## config.mk

```make
export PLATFORM = sky130hd
export DESIGN_NAME = crl_window_assembler
export DESIGN_NICKNAME = d
export VERILOG_FILES = /design/src/rtl/crl_window_assembler.sv
export SDC_FILE = /design/constraint.sdc
export NUM_CORES = 1
export LEC_CHECK = 0
export ABC_AREA = 1
export BUFFER_PORTS_ARGS = -buffer_cell sky130_fd_sc_hd__buf_2
export CORE_MARGIN = 4
export CORE_UTILIZATION = 54
export CTS_CLUSTER_DIAMETER = 40
export CTS_CLUSTER_SIZE = 16
export DETAILED_ROUTE_END_ITERATION = 10
export PLACE_DENSITY = 0.77
export SYNTH_ARGS = -nofsm -noshare
export SYNTH_HDL_FRONTEND = slang
export SYNTH_SLANG_ARGS = --single-unit
```

## constraint.sdc

```tcl
create_clock -name i_clk -period 1.45 [get_ports i_clk]
set_input_delay 0.3625 -clock i_clk [delete_from_list [all_inputs] [get_ports i_clk]]
set_output_delay 0.3625 -clock i_clk [all_outputs]
set_load 0.01 [all_outputs]
```

## src/rtl/crl_window_assembler.sv

```systemverilog
// crl_window_assembler: shifts the crl word stream into a WIN-deep row window and hands completed windows downstream.
// Optional CRL_WINDOW_EDGE_PAD_EN: emit a zero-padded window for every word, including the row's first WIN-1 columns.
module crl_window_assembler #(
  parameter int DATA_W = 21,
  parameter int WIN    = 5,
  parameter int LINE_W = 640
) (
  input  logic                    i_clk,
  input  logic                    i_rst,
  input  logic                    i_valid,
  input  logic [DATA_W-1:0]       i_crl,
  input  logic                    i_ready,
  output logic                    o_valid,
  output logic [DATA_W*WIN-1:0]   o_window,
  output logic [$clog2(LINE_W)-1:0] o_col,
  output logic                    o_last,
  output logic                    o_ovf
);
  localparam int COL_W = $clog2(LINE_W);
  localparam int FILL_W = $clog2(WIN + 1);
  localparam int SR_W = (WIN - 1) * DATA_W;
  localparam logic [COL_W-1:0] LAST_COL = COL_W'(LINE_W - 1);
  localparam logic [FILL_W-1:0] WIN_F = FILL_W'(WIN);
  // Only WIN-1 older words are stored; the incoming word completes the window.
  logic [SR_W-1:0]         sr_q, sr_d;
  logic [COL_W-1:0]        col_q, col_d;
  logic [FILL_W-1:0]       fill_q, fill_d, fill_inc;
  logic [DATA_W*WIN-1:0]   win_full, win_data;
  logic                    row_end, win_new, busy, load;
  logic                    o_valid_q, o_valid_d;
  logic [DATA_W*WIN-1:0]   o_window_q, o_window_d;
  logic [COL_W-1:0]        o_col_q, o_col_d;
  logic                    o_last_q, o_last_d;
  logic                    o_ovf_q, o_ovf_d;
  always_comb begin
    win_full = {sr_q, i_crl};
    row_end = col_q == LAST_COL;
    fill_inc = (fill_q == WIN_F) ? WIN_F : fill_q + 1'b1;
    sr_d = i_valid ? win_full[SR_W-1:0] : sr_q;
    col_d = i_valid ? (row_end ? '0 : col_q + 1'b1) : col_q;
    fill_d = i_valid ? (row_end ? '0 : fill_inc) : fill_q;
`ifdef CRL_WINDOW_EDGE_PAD_EN
    win_new = i_valid;
    win_data = win_full;
    for (int k = 0; k < WIN; k++)
      win_data[k*DATA_W +: DATA_W] = (FILL_W'(k) < fill_inc) ? win_full[k*DATA_W +: DATA_W] : '0;
`else
    win_new = i_valid && (fill_inc == WIN_F);
    win_data = win_full;
`endif
    // A held, unaccepted window keeps the output; a newer one is lost and flagged.
    busy = o_valid_q && !i_ready;
    load = win_new && !busy;
    o_valid_d = load || busy;
    o_window_d = load ? win_data : o_window_q;
    o_col_d = load ? col_q : o_col_q;
    o_last_d = load ? row_end : o_last_q;
    o_ovf_d = o_ovf_q || (win_new && busy);
  end
  always_ff @(posedge i_clk) begin
    if (i_rst) begin
      sr_q <= '0;
      col_q <= '0;
      fill_q <= '0;
      o_valid_q <= 1'b0;
      o_window_q <= '0;
      o_col_q <= '0;
      o_last_q <= 1'b0;
      o_ovf_q <= 1'b0;
    end else begin
      sr_q <= sr_d;
      col_q <= col_d;
      fill_q <= fill_d;
      o_valid_q <= o_valid_d;
      o_window_q <= o_window_d;
      o_col_q <= o_col_d;
      o_last_q <= o_last_d;
      o_ovf_q <= o_ovf_d;
    end
  end
  assign o_valid = o_valid_q;
  assign o_window = o_window_q;
  assign o_col = o_col_q;
  assign o_last = o_last_q;
  assign o_ovf = o_ovf_q;
endmodule

```

* Yosys cells after proc, flatten, opt, wreduce, memory -nomap -nowiden
Index checks and enable logic that the tools add are counted.
** Word-level totals
- Bits in writable memories :: 0
- Register bits :: 215
- Memories kept :: 0
- Word-level logic and storage cells :: 24
- Memory bits (read-only) :: 0
- Latch bits :: 0
** Cells by class
- Reductions and logical operators :: 8
- Equality and inequality tests :: 3
- Div/mod/pow operators :: 0
- Add/subtract/negate cells :: 2
- Magnitude comparators :: 0
- Mux-type cells :: 3
- Shift-type cells :: 0
- Bitwise logic cells :: 0
- $mul :: 0
** Operators with widths (count)
- 10-bit by 1-bit adder with 10-bit output, second input constant :: 1
- 10-bit == test, second input constant :: 1
- 10-bit 2-to-1 mux :: 1
- 3-bit == test, second input constant :: 2
- 3-bit 2-to-1 mux :: 2
- 1-bit logical AND :: 4
- 3-bit by 1-bit adder with 3-bit output, second input constant :: 1
- 1-bit logical NOT :: 2
- 1-bit logical OR :: 2

* Longest topological paths before layout
Gate-level depths: netlist of run 1.
- Depth in word-level cells :: 6
- Depth in mapped cells :: 8
- Mapped depth without buffers :: 8

* Worst setup path before layout of run 1
No wires, ideal clock.
- Kind :: reg-to-reg
- Start :: register fill_q[1]
- End :: register o_window_q[100] (netlist: o_window[100])
- Arrival :: 1137 ps
- Stages on the path, launching flop included :: 9
- Slack :: 197 ps
- Required time :: 1334 ps
- Clock period less this slack :: 1253 ps
- Cells stage by stage :: dfxtp_1 inv_1 nand3_2 a21oi_2 inv_2 buf_2 buf_2 nor2_1 nor2_1
** Between the ends
- Cells in the longest elaborated chain, start to end :: 5
** Ends and longest elaborated chain
- start, declared :: line 27 : logic [FILL_W-1:0] fill_q, fill_d, fill_inc;
- start signal, assigned :: line 73 : fill_q <= fill_d;
- 3-bit by 1-bit adder with 3-bit output or 3-bit == test (tied branches) :: line 38 : fill_inc = (fill_q == WIN_F) ? WIN_F : fill_q + 1'b1;
- 3-bit 2-to-1 mux * :: line 38
- 3-bit == test * :: line 48 : win_new = i_valid && (fill_inc == WIN_F);
- 1-bit logical AND * :: line 48
- 1-bit logical AND * :: line 53 : load = win_new && !busy;
- end signal, assigned :: line 75 : o_window_q <= o_window_d;
- end, declared :: line 31 : logic [DATA_W*WIN-1:0] o_window_q, o_window_d;
Every way passes the cells marked *; elsewhere a longest branch is shown, timed or not.
A chain may end at the register's enable or synchronous reset.

* Worst setup path in the final report of run 1
- Start :: register o_window_q[58] (netlist: o_window[58])
- End :: output o_window[58]
** RTL lines
- end, declared :: line 14 : output logic [DATA_W*WIN-1:0] o_window,
No word-level cell between the ends.

==> impl_metrics.csv, run 1 <==
group,metric,value,unit
status,status,"complete, no violations",
final_layout,area_growth,26.4,%
worst_setup_path,cp.required,1.09,ns
routing,initialDrtViolationCount,679,
routing,drc,0,
final_layout,diodes,0,
clock_tree,clockRootBuffer,"clkbuf_16",
clock_tree,cts_sinks,215,
final_layout,final_area,9440,µm²
final_layout,layout-drive-gt1-share,20.7,%
final_layout,post-route-util,70.4,%
worst_setup_path,cp_top_family,"flip-flops",
clock_tree,clk-insertion-delay-late,0.52,ns
min_path,hold_class,"in -> reg",
global_route,grt_first_pass_wirelength,31.2,mm
clock_tree,cts-buffers-inserted,25,
clock_tree,cts.path.max_buffers,3,
routing,ant_nets,0,
timing,max_freq,713,MHz
job,maxCapViolCount,0,
worst_setup_path,end_kind,"primary output",
placement,placedCellCount,1231,
die,num_rows,42,
pwr,irDropWorstVdd,865,µV
synth,synth_warnings,0,
global_route,grt_max_degree,77,
timing,skew,0.0146,ns
timing,max_slew.worst_pin.slew,0.274,ns
pwr,leakage,4.61,nW
worst_setup_path,path_cells,"buf_2",
global_route,grt_remaining_overflow,0,
synth,synthFlopType,"dfxtp_1",
synth,synth_nets,984,
timing,layout_min_cycle_time,1.40,ns
synth,synth-edff-count,0,
clock_tree,cts_tree,"done",
timing,finalMaxSlewViolations,0,
die,initial_core_util,55.7,%
global_route,grt_pass1_vias,6298,
clock_tree,cts.htree.levels,1,
timing,setup_ws,0.0482,ns
synth,ys_seq_area_share,57.6,%
timing,whs,0.0925,ns
timing,fin_crit_sh,96.7,%
die,die_w,126,µm
routing,wl_per_cell,15.3,µm
die,die-height,126,µm
placement,place_area,8460,µm²
routing,firstDrtPassIters,5,
synth,yosysUniqueCellTypes,21,
timing,hold_viol,0,
die,die_area,15800,µm²
synth,syn_area_per_cell,7.80,µm²
final_layout,final_nets,1113,
global_route,grtUsageTotal,23.3,%
global_route,antenna_found_initial,0,
placement,portBuffers,142,
routing,routed_via_density,5.28,
clock_tree,clkTransAtPathRegs,0.06,ns
synth,async_flop_share,0,%
timing,setup_viol,0,
timing,slew_headroom,81.7,%
worst_setup_path,slowest_delay,0.38,ns
worst_setup_path,path_buf_inv,1,
routing,num_vias,6769,
synth,ys_ff_latch,215,
final_layout,layout_common_cells,"nor2_1, dfxtp_1, o21ai_0",
synth,synth_area,7470,µm²
final_layout,layout_commonest_cell,"nor2_1",
worst_setup_path,path_class,"reg -> out",
worst_setup_path,slowest_stage,"dfxtp_1",
pwr,power,13.1,mW
die,core_area,13400,µm²
routing,wirelength,19.7,mm
pwr,power_density,1390,nW/µm²
timing,tns,0,ns
die,io_pins,143,
final_layout,layout.cells.non_filler,1282,
placement,post-dp-hpwl,11.9,mm
worst_setup_path,critPathArrivalTime,1.04,ns
placement,place_ws,-0.0602,ns
placement,gp_congestion,0.845,
timing,rsz0062_at_grt,"no",
synth,syn_inst,958,
worst_setup_path,critPathMaxFanout,2,
worst_setup_path,start_kind,"flop",
-- state kept, by name, indices dropped and copies added (netlist names) --
signal / cells
o_valid: 1
sr_q: 84
o_ovf: 1
col_q: 10
fill_q: 3
o_window: 105
o_last: 1
o_col: 10
-- cell families after synthesis --
kind of cell	count (synthesis)	share of synthesized area, %
compound gates	215	14.5
buf+inv	78	4.44
xor+xnor	6	0.704
simple gates	443	22.5
fa+ha+maj	1	0.167
flops	215	57.6
-- synth_stat cells (2+ instances only) --
library cell	count	share of area, %
nor2_1	412	21
dfxtp_1	215	58
o21ai_0	185	12
clkbuf_1	42	2.1
buf_2	22	1.5
nand2_1	20	1.0
o21ai_1	18	1.2
a21oi_1	9	0.60
inv_1	9	0.45
nand3_1	7	0.47
xor2_1	4	0.47
buf_4	2	0.20
inv_2	2	0.10
nand4_1	2	0.17
o21bai_1	2	0.20
xnor2_1	2	0.23
-- where the power goes --
group          switching (mW)  total [mW]  internal (mW)
Combinational           0.373       0.600          0.227
Clock                    2.73        6.23           3.50
Sequential              0.153        6.25           6.09
-- metal layers --
layer / GRT usage, % / routed length (µm)
met1: 33.0 / 8750
met2: 36.8 / 9180
met3: 4.06 / 1220
met4: 7.33 / 505
met5: 0 / 0
-- timing repair --
item | 4_1_cts | 5_1_grt
cloned | 0 | 4
endpoints found under the setup margin | 1 | 84
setup buffers | 0 | 1
resized for setup | 1 | 15
pin swaps | 0 | 2
hold buffers | 0 | 0
-- final cells by class --
class,count,area (µm²)
sequential,215,4310
inverter,11,46.3
timing repair buffer,169,1170
fill,1054,3960
tap,176,220
multi-input combinational,665,2860
clock buffer,26,629
clock inverter,20,203
-- worst paths after layout --
check                     from            to  slack (ns)  cells after the start
setup / recovery  o_window[58]  o_window[58]        0.05                      1
hold reg to reg       sr_q[74]  o_window[95]        0.49                      2
setup reg to reg     fill_q[1]  o_window[63]        0.10                      7
hold / removal       i_crl[10]  o_window[10]        0.09                      3
Power figures use the tool's default switching activity.
==> run 2, diff against run 1 <==
--- a/config.mk
+++ b/config.mk
@@ -7,6 +7,7 @@
 export LEC_CHECK = 0
 export ABC_AREA = 1
 export BUFFER_PORTS_ARGS = -buffer_cell sky130_fd_sc_hd__buf_2
+export CORE_ASPECT_RATIO = 1.1
 export CORE_MARGIN = 4
 export CORE_UTILIZATION = 54
 export CTS_CLUSTER_DIAMETER = 40
==> constraint.sdc (replaced) <==
create_clock -name i_clk -period 1.4 [get_ports i_clk]
set_input_delay 0.35 -clock i_clk [delete_from_list [all_inputs] [get_ports i_clk]]
set_output_delay 0.35 -clock i_clk [all_outputs]
set_load 0.01 [all_outputs]
==> run 2 against run 1 <==
  * Clock-buffer cell count increased by 2
  * Flip-flop and latch count did not move
  * Sequential power up 3.5%
  * Total power rose by 3.7%
  * Core utilization grew 1.2 points
  * Combinational power increased by 7.5%
  * Non-clock buffer count increased by 5
  * Global-route usage decreased by 0.35 points
  * Clock skew is 0.0018 ns lower
  * Design area up 1.5%
  * Cell count up 1.1%
  * Critical path depth is the same
==> impl_metrics.csv, run 2 (synthesized netlist as in run 1, its figures left out) <==
group,metric,value,unit
worst_setup_path,cp_top_family,"flip-flops",
timing,setup_ws,0.0214,ns
worst_setup_path,cp.required,1.05,ns
routing,drc,0,
clock_tree,cts.path.max_buffers,3,
final_layout,layout_common_cells,"nor2_1, dfxtp_1, o21ai_0",
final_layout,layout_commonest_cell,"nor2_1",
placement,place_area,8510,µm²
placement,portBuffers,142,
worst_setup_path,path_buf_inv,1,
worst_setup_path,critPathMaxFanout,2,
clock_tree,clk-insertion-delay-late,0.51,ns
final_layout,diodes,0,
timing,layout_min_cycle_time,1.38,ns
worst_setup_path,worstSetupStartpoint,"o_window[61]",
timing,finalMaxSlewViolations,0,
final_layout,post-route-util,71.6,%
final_layout,layout.cells.non_filler,1296,
min_path,hold_class,"in -> reg",
global_route,grtUsageTotal,23.0,%
die,io_pins,143,
final_layout,final_area,9580,µm²
clock_tree,cts.htree.levels,1,
min_path,worstHoldStart,"i_crl[15]",
routing,routed_via_density,5.21,
worst_setup_path,path_class,"reg -> out",
routing,wirelength,19.6,mm
global_route,grt_max_degree,62,
final_layout,layout-drive-gt1-share,23.4,%
worst_setup_path,slowest_stage,"dfxtp_1",
routing,firstDrtPassIters,5,
global_route,antenna_found_initial,0,
die,die_area,15800,µm²
placement,place_ws,-0.0962,ns
worst_setup_path,slowest_delay,0.37,ns
routing,wl_per_cell,15.2,µm
placement,placedCellCount,1244,
timing,fin_crit_sh,98.5,%
worst_setup_path,end_kind,"primary output",
pwr,power_density,1420,nW/µm²
pwr,power,13.6,mW
timing,skew,0.0128,ns
die,num_rows,44,
worst_setup_path,timing.rr.start,"fill_q[1]",
status,status,"complete, no violations",
final_layout,final_nets,1119,
pwr,leakage,4.64,nW
clock_tree,clockRootBuffer,"clkbuf_16",
clock_tree,cts_hold_buf,0,
final_layout,largest_reg_flops,105,
worst_setup_path,start_kind,"flop",
placement,gp_congestion,0.811,
global_route,grt_first_pass_wirelength,30.6,mm
timing,max_slew.worst_pin.slew,0.246,ns
timing,slew_headroom,83.5,%
timing,hold_viol,0,
routing,initialDrtViolationCount,626,
die,initial_core_util,55.8,%
timing,setup_viol,0,
job,maxCapViolCount,0,
die,die_w,120,µm
clock_tree,cts_tree,"done",
final_layout,area_growth,28.2,%
global_route,grt_pass1_vias,6128,
clock_tree,clkTransAtPathRegs,0.07,ns
die,die-height,131,µm
routing,num_vias,6754,
global_route,grt_remaining_overflow,0,
timing,max_freq,725,MHz
worst_setup_path,path_cells,"buf_2",
timing,rsz0062_at_grt,"yes",
pwr,irDropWorstVdd,826,µV
clock_tree,cts_sinks,215,
placement,post-dp-hpwl,12.0,mm
routing,ant_nets,0,
final_layout,nFillCells,1061,
die,core_area,13400,µm²
clock_tree,cts-buffers-inserted,25,
worst_setup_path,critPathArrivalTime,1.03,ns
## run 2: changes by cell type in the layout (fill, tap and decap cells not counted), moves of 3 or more
cell      change
nor2_1       -24
nor2_2       +23
buf_4         +6
clkbuf_8      +3
inv_6         -3
## run 2: final cells by class
type | count | area, µm² | share of cell area [%]
timing repair buffer | 174 | 1210 | 12.6
clock buffer | 28 | 667 | 6.96
multi-input combinational | 665 | 2920 | 30.5
timing repair inverter | 1 | 3.75 | 0.0392
inverter | 11 | 51.3 | 0.536
tap | 184 | 230 | 2.40
sequential | 215 | 4310 | 45.0
clock inverter | 18 | 181 | 1.89
## run 2: repair_timing
| item | in CTS | in global routing |
|---|---|---|
| pin swaps | 0 | 1 |
| setup endpoints to repair | 31 | 124 |
| resized for setup | 3 | 41 |
| setup buffers | 1 | 1 |
| gates cloned | 1 | 3 |
## run 2: tightest hold or removal path: stages
cell,delay [ns]
buf_2,0.09
nor2_1,0.04
nor2_1,0.09
## run 2: worst paths after layout
check	end	cells after the start	slack [ns]
min	o_window[15]	3	0.08
max reg2reg	o_window[98]	8	0.04
max	o_window[61]	1	0.02
min reg2reg	o_ovf	2	0.48
## run 2: per-stage QoR
stage | hold WS (ns) | setup TNS [ns]
4_1_cts | 0.0708 | 0
3_3_place_gp | 0.452 | -0.539
2_1_floorplan | 0.449 | 0
6_report | 0.0829 | 0
3_5_place_dp | 0.465 | -1.12
5_1_grt | 0.0728 | -0.371
## run 2: report_power, final
part	total [mW]	switching, mW	internal, mW
Combinational	0.645	0.398	0.247
Sequential	6.47	0.159	6.31
Clock	6.45	2.71	3.73
## run 2: layer usage
layer	share of wire, %	global-route usage (%)
met1	45	32.4
met2	47	35.7
met3	6.0	4.08
met4	2.3	7.89
met5	0	0
==> run 3, diff against run 2 <==
--- a/config.mk
+++ b/config.mk
@@ -9,11 +9,11 @@
 export BUFFER_PORTS_ARGS = -buffer_cell sky130_fd_sc_hd__buf_2
 export CORE_ASPECT_RATIO = 1.1
 export CORE_MARGIN = 4
-export CORE_UTILIZATION = 54
+export CORE_UTILIZATION = 30
 export CTS_CLUSTER_DIAMETER = 40
 export CTS_CLUSTER_SIZE = 16
 export DETAILED_ROUTE_END_ITERATION = 10
-export PLACE_DENSITY = 0.77
+export PLACE_DENSITY = 0.48
 export SYNTH_ARGS = -nofsm -noshare
 export SYNTH_HDL_FRONTEND = slang
 export SYNTH_SLANG_ARGS = --single-unit
==> constraint.sdc (replaced) <==
create_clock -name i_clk -period 1.5 [get_ports i_clk]
set_input_delay 0.375 -clock i_clk [delete_from_list [all_inputs] [get_ports i_clk]]
set_output_delay 0.375 -clock i_clk [all_outputs]
set_load 0.01 [all_outputs]
==> run 3 against run 2 <==
  * Flip-flop and latch count unchanged
  * Global-route usage fell by 7.5 points
  * Clock skew is 0.0026 ns higher
  * Worst setup slack better by 0.021 ns
  * Sequential share of layout area fell by 1.3 points
==> impl_metrics.csv, run 3 (synthesized netlist as in run 1, its figures left out) <==
group,metric,value,unit
status,status,"complete, no violations",
worst_setup_path,cp.required,1.12,ns
placement,place_ws,-0.0533,ns
global_route,grt_pass1_vias,6485,
min_path,hold_class,"in -> reg",
worst_setup_path,path_buf_inv,1,
placement,post-dp-hpwl,14.5,mm
clock_tree,clockRootBuffer,"clkbuf_16",
die,die_w,158,µm
worst_setup_path,critPathArrivalTime,1.08,ns
global_route,grtUsageTotal,15.5,%
die,core_area,24500,µm²
final_layout,diodes,0,
timing,setup_viol,0,
final_layout,final_nets,1132,
global_route,antenna_found_initial,0,
die,num_rows,60,
final_layout,layout_commonest_cell,"nor2_1",
timing,max_slew.worst_pin.slew,0.449,ns
final_layout,layout.cells.non_filler,1441,
timing,slew_headroom,70.1,%
clock_tree,cts.path.max_buffers,3,
die,io_pins,143,
routing,num_vias,6603,
placement,placedCellCount,1380,
clock_tree,cts_tree,"done",
routing,drc,0,
die,die_area,27500,µm²
final_layout,area_growth,32.0,%
final_layout,seq_area,4310,µm²
global_route,grt_max_degree,70,
timing,rsz0062_at_grt,"no",
timing,finalMaxSlewViolations,0,
pwr,power,14.0,mW
final_layout,multi_input_area,2840,µm²
clock_tree,cts.htree.levels,1,
worst_setup_path,path_class,"reg -> out",
placement,gp_congestion,0.755,
routing,ant_nets,0,
pwr,irDropWorstVdd,775,µV
final_layout,layout-drive-gt1-share,21.9,%
clock_tree,cts_sinks,215,
routing,wirelength,21.9,mm
final_layout,layout_common_cells,"nor2_1, dfxtp_1, o21ai_0",
final_layout,final_area,9860,µm²
worst_setup_path,critPathMaxFanout,2,
routing,routed_via_density,4.58,
worst_setup_path,slowest_stage,"dfxtp_1",
clock_tree,clk-insertion-delay-late,0.56,ns
timing,skew,0.0154,ns
clock_tree,cts-buffers-inserted,31,
timing,setup_ws,0.0428,ns
timing,max_freq,686,MHz
timing,whs,0.0591,ns
worst_setup_path,slowest_delay,0.38,ns
worst_setup_path,path_cells,"buf_2",
placement,portBuffers,142,
routing,firstDrtPassIters,4,
clock_tree,clkTransAtPathRegs,0.06,ns
pwr,leakage,4.79,nW
pwr,power_density,1420,nW/µm²
final_layout,largest_reg_flops,105,
global_route,grt_remaining_overflow,0,
job,maxCapViolCount,0,
global_route,grt_first_pass_wirelength,34.7,mm
worst_setup_path,cp_top_family,"flip-flops",
routing,initialDrtViolationCount,409,
timing,layout_min_cycle_time,1.46,ns
clock_tree,cts_hold_buf,0,
die,die-height,173,µm
timing,hold_viol,0,
worst_setup_path,end_kind,"primary output",
timing,fin_crit_sh,97.1,%
placement,place_area,8720,µm²
routing,wl_per_cell,15.2,µm
worst_setup_path,start_kind,"flop",
die,initial_core_util,30.5,%
final_layout,nFillCells,2564,
-- run 3: final timing paths --
kind / start / endpoint / slack (ns) / depth (start not counted)
setup / recovery: o_window[48] / o_window[48] / 0.04 / 1
hold reg to reg: o_ovf / o_ovf / 0.47 / 2
setup reg to reg: fill_q[1] / o_window[51] / 0.16 / 8
hold / removal: i_crl[13] / o_window[13] / 0.06 / 3
-- run 3: routing by layer --
layer	share of wire [%]	GRT usage [%]
met5	0	0
met4	2.1	4.27
met3	5.5	3.22
met2	44	23.7
met1	48	22.0
-- run 3: where the power goes --
part	total, mW	switching [mW]	internal, mW
Clock	7.35	2.83	4.52
Combinational	0.584	0.364	0.221
Sequential	6.05	0.159	5.89
-- run 3: final cells by class --
cell class              instances  area share (%)
flip-flops and latches        215            43.7
multi-input cells             665            28.8
repair buffers                182            12.2
clock buffers                  36            8.36
well taps                     310            3.93
clock inverters                22            2.40
inverters                      11           0.571
-- run 3: timing repair --
item	in CTS	in global routing
setup endpoints to repair	2	82
cloned	0	1
buffers inserted	0	2
resized for setup	2	11
-- run 3: per-stage QoR --
step / TNS, ns / utilization, %
4_1_cts: 0 / 40.0
5_1_grt: 0 / 40.3
6_report: 0 / 40.3
2_1_floorplan: 0 / -
3_5_place_dp: -1.11 / 35.6
3_3_place_gp: -0.158 / 35.6
